--- src/rtl/register_file.sv ---
// Architectural register file: one write port, two registered read ports with
// write-to-read bypass, and a busy scoreboard that stalls reads of reserved registers.

module register_file_rd_port #(
    parameter int regsize  = 16,
    parameter int nregs    = 8,
    parameter int addrsize = 3
) (
    input  logic                            clk,
    input  logic                            rst,
    input  logic                            rd_en,
    input  logic [addrsize-1:0]             rd_addr,
    input  logic                            wr,
    input  logic [addrsize-1:0]             wr_addr,
    input  logic [regsize-1:0]              wr_data,
    input  logic [nregs-1:0][regsize-1:0]   regs,
    input  logic [nregs-1:0]                busy,
    output logic [regsize-1:0]              rd_data,
    output logic                            rd_valid,
    output logic                            rd_stall
);
    logic hit_wr;
    assign hit_wr = wr && (wr_addr == rd_addr);

    // busy is the pre-edge value, so a same-edge reservation never affects this read
    always_ff @(posedge clk or negedge rst) begin
        if (!rst) begin
            rd_data  <= '0;
            rd_valid <= 1'b0;
            rd_stall <= 1'b0;
        end else begin
            rd_valid <= 1'b0;
            rd_stall <= 1'b0;
            if (rd_en) begin
                if (rd_addr == '0) begin
                    rd_data  <= '0;
                    rd_valid <= 1'b1;
                end else if (hit_wr) begin
                    rd_data  <= wr_data;
                    rd_valid <= 1'b1;
                end else if (busy[rd_addr]) begin
                    rd_stall <= 1'b1;
                end else begin
                    rd_data  <= regs[rd_addr];
                    rd_valid <= 1'b1;
                end
            end
        end
    end
endmodule

module register_file #(
    parameter int regsize  = 16,
    parameter int nregs    = 8,
    parameter int addrsize = 3
) (
    input  logic                clk,
    input  logic                rst,
    input  logic                wr,
    input  logic [addrsize-1:0] wr_addr,
    input  logic [regsize-1:0]  wr_data,
    input  logic                rsv,
    input  logic [addrsize-1:0] rsv_addr,
    input  logic                rd_en_a,
    input  logic [addrsize-1:0] rd_addr_a,
    output logic [regsize-1:0]  rd_data_a,
    output logic                rd_valid_a,
    output logic                rd_stall_a,
    input  logic                rd_en_b,
    input  logic [addrsize-1:0] rd_addr_b,
    output logic [regsize-1:0]  rd_data_b,
    output logic                rd_valid_b,
    output logic                rd_stall_b
);
    localparam int NUM_PORTS = 2;

    logic [nregs-1:0][regsize-1:0]     regs;
    logic [nregs-1:0]                  busy;
    logic [NUM_PORTS-1:0]              rd_en;
    logic [NUM_PORTS-1:0][addrsize-1:0] rd_addr;
    logic [NUM_PORTS-1:0][regsize-1:0] rd_data;
    logic [NUM_PORTS-1:0]              rd_valid;
    logic [NUM_PORTS-1:0]              rd_stall;

    // Register 0 is never written or reserved, so it stays at its reset value of 0.
    // The reserve update comes last so it wins over a same-edge write's busy clear.
    always_ff @(posedge clk or negedge rst) begin
        if (!rst) begin
            regs <= '0;
            busy <= '0;
        end else begin
            if (wr && (wr_addr != '0)) begin
                regs[wr_addr] <= wr_data;
                busy[wr_addr] <= 1'b0;
            end
            if (rsv && (rsv_addr != '0))
                busy[rsv_addr] <= 1'b1;
        end
    end

    assign rd_en   = {rd_en_b, rd_en_a};
    assign rd_addr = {rd_addr_b, rd_addr_a};

    for (genvar p = 0; p < NUM_PORTS; p++) begin : g_port
        register_file_rd_port #(
            .regsize (regsize),
            .nregs   (nregs),
            .addrsize(addrsize)
        ) u_port (
            .clk     (clk),
            .rst     (rst),
            .rd_en   (rd_en[p]),
            .rd_addr (rd_addr[p]),
            .wr      (wr),
            .wr_addr (wr_addr),
            .wr_data (wr_data),
            .regs    (regs),
            .busy    (busy),
            .rd_data (rd_data[p]),
            .rd_valid(rd_valid[p]),
            .rd_stall(rd_stall[p])
        );
    end

    assign rd_data_a  = rd_data[0];
    assign rd_valid_a = rd_valid[0];
    assign rd_stall_a = rd_stall[0];
    assign rd_data_b  = rd_data[1];
    assign rd_valid_b = rd_valid[1];
    assign rd_stall_b = rd_stall[1];
endmodule

--- config.mk ---
export PLATFORM = sky130hd
export DESIGN_NAME = register_file
export DESIGN_NICKNAME = d
export VERILOG_FILES = /design/src/rtl/register_file.sv
export SDC_FILE = /design/constraint.sdc
export NUM_CORES = 1
export LEC_CHECK = 0
export ABC_CLOCK_PERIOD_IN_PS = 2500
export CORE_MARGIN = 5
export CORE_UTILIZATION = 55
export CTS_CLUSTER_SIZE = 24
export DETAILED_ROUTE_END_ITERATION = 6
export DONT_BUFFER_PORTS = 1
export GPL_ROUTABILITY_DRIVEN = 0
export GPL_TIMING_DRIVEN = 0
export PLACE_DENSITY = 0.7
export SLEW_MARGIN = 15
export SYNTH_ARGS = -nofsm -noshare
export SYNTH_HDL_FRONTEND = slang
export SYNTH_SLANG_ARGS = --single-unit
--- constraint.sdc ---
create_clock -name clk -period 2.5 [get_ports clk]
set_clock_uncertainty 0.15 [all_clocks]
set_input_delay 0.75 -clock clk [delete_from_list [all_inputs] [get_ports clk]]
set_output_delay 0.75 -clock clk [all_outputs]
set_load 0.02 [all_outputs]
==> metrics.cfg <==
[routing]
totalWireLength_mm = 24.7
vias = 5925
viasPerCell = 6.67
drtIter0Drc = 626
firstDrtPassIters = 5
antenna_left = 0
post_drt_wl_per_cell_um = 27.9
drc = 0

[sta]
rsz0062_at_grt = no
setup_viol = 0
timing.hold.ws_ns = -0.153
slew_violations = 0
period_needed_ns = 2.48
worst_slew_pin_slew_ns = 0.891
slew_headroom = 0.406
post-route-period-util = 0.992
hold_viol_final = 172
clock.fmax_ghz = 0.403

[cells_and_area]
final_cell_mix = dfrtp_1 (172), mux2_2 (136), mux2i_1 (37)
layout_commonest_cell = dfrtp_1
fin_cells = 888
antenna_cells = 0
areaGrowthSynthToFinish_pct = 9.53
nets = 694
post_route_cells_drive_above_1_share = 0.351

[logic_synthesis]
ys.flop_type = dfrtp_1
syn-num-nets = 675
syn-cell-area_um2 = 9010
synth-edff-count = 0
synth_seq_cells = 172
synth.distinct_cells = 44
yosys_warnings = 0
synthArstFlopShare = 1.00
syn_inst = 641
seq_area_frac_synth = 0.478
postSynthAreaPerCell_um2 = 14.1

[setup_path]
critPathRequiredTime_ns = 2.64
crit_path_end_kind = flip-flop
worstSetupPathType = in2reg
cp-start-kind = input port
cp_max_fo = 10
worst_ep_arrival_time_ns = 2.62

[clock_tree]
cts.path.max_buffers = 2
cts_sinks = 172
root_buffer = clkbuf_16
numCtsBuffers = 17
clk_pin_slew_ns = 0.06
cts_setup_buffers = 0
cts_tree = yes
clkLatencyLatePin_ns = 0.44
htree_levels = 4

[die]
fp.dieH_um = 138
core_um2 = 16000
die_w_um = 138
start_util = 0.563
die-area_um2 = 19000
ios = 70
fp-row-count = 46

[grt]
grt_pass1_vias = 6281
grt_usage = 0.272
grt_first_pass_wirelength_mm = 37.4
overflow = 0
grt_max_degree = 173
antenna_found_initial = 0

[power_and_ir_drop]
totalPowerFinal_mw = 8.35
power.density_nw_per_um2 = 847
leakage_nw = 4.30
ir_drop_v = 0.000586

[placed_design]
placed_cells = 857
dp_hpwl_mm = 15.7
place.port_buffers = 0

[run]
cap_viol_max_count = 0

[min_path]
hold_path_class = in2async

[outcome]
violations = negative hold slack
outcome = complete, but fails checks

## sequential cells by signal, summed over array words and instances (netlist names)
register	count
regs	128
g_port.u_port.rd_data	32
busy	8
g_port.u_port.rd_stall	2
g_port.u_port.rd_valid	2
## final timing paths
kind                                                      to  slack [ns]  cells past startpoint         start
worst max register to register   g_port[1].u_port.rd_data[5]        0.45                      5       busy[6]
worst min-delay path                                regs[44]       -0.15                      0           rst
worst min register to register                       regs[3]        0.32                      1       regs[3]
worst max-delay path            g_port[1].u_port.rd_data[15]        0.02                      6  rd_addr_b[2]
min in group clk                   g_port[0].u_port.rd_stall        0.26                      2       rd_en_a
max in group asynchronous                           regs[58]        2.11                      0           rst
## worst max-delay path, stage by stage
cell and delay (ns):
buf_2 0.19, clkbuf_1 0.70, mux4_2 0.41, mux2_2 0.27, a22oi_1 0.19, o21ai_0 0.11
## logic make-up after synthesis
logic type / share of synthesized area
DFF: 0.478
xor gates and xnor gates: 0.00583
buffers and inverters: 0.0424
muxes: 0.358
and+or+nand+nor: 0.0431
AOI/OAI and AO/OA: 0.0729
## routing by layer
metal / GRT usage / vias up / share of wire
met2: 0.420 / 313 / 0.47
met5: 0 / - / 0
li1: - / 2477 / -
met1: 0.365 / 3076 / 0.40
met4: 0.119 / 0 / 0.036
met3: 0.0722 / 59 / 0.091
## timing repair
item / 4_1_cts / 5_1_grt
endpoints found under the hold margin: 172 / 172
setup endpoints to repair: 8 / 11
resized for setup: 2 / 5
pin swaps: 0 / 0
## metrics by stage
stage	utilization	worst slack, ns	setup TNS [ns]	cell area (um2)
finish	0.617	0.0193	0	9870
global route	0.617	0.0121	0	9870
CTS	0.617	0.0343	0	9870
detailed placement	0.580	-0.475	-26.55	9280
global placement	0.580	-0.418	-22.91	9280
floorplan	-	0.115	0	9010
## power breakdown
part	internal (mW)	switching [mW]
logic	0.983	0.643
clock network	1.51	1.09
registers	3.40	0.722
total	5.90	2.46
## Yosys cell counts, types with 2 or more instances
cell	n	share of area
inv_1	5	0.0021
nor2_1	5	0.0021
a22oi_2	2	0.0028
nand4b_1	3	0.0029
dfrtp_1	172	0.48
clkbuf_1	31	0.013
buf_1	2	0.00083
mux4_2	19	0.047
nand2b_1	20	0.014
nor4bb_1	2	0.0022
buf_2	14	0.0078
mux2_4	9	0.015
a31oi_1	17	0.012
o22ai_1	2	0.0014
mux4_1	29	0.085
mux2i_1	37	0.041
mux2_2	136	0.17
o21ai_1	11	0.0061
a22oi_1	15	0.012
buf_4	7	0.0058
xnor2_1	6	0.0058
o21ai_0	25	0.014
nand4_1	2	0.0014
nor2b_1	2	0.0014
and3_1	2	0.0014
nor3_1	2	0.0011
buf_6	9	0.011
nand2_1	24	0.010
o22a_1	16	0.016
## layout make-up
cell class / instances / area [um2]
clock buffers: 20 / 457
plain buffers: 64 / 365
multi-input cells: 400 / 4330
clock inverters: 11 / 120
flip-flops and latches: 172 / 4300
inverters: 5 / 18.8
well taps: 216 / 270
fillers: 1295 / 6130
(Power assumes the default switching activity.)
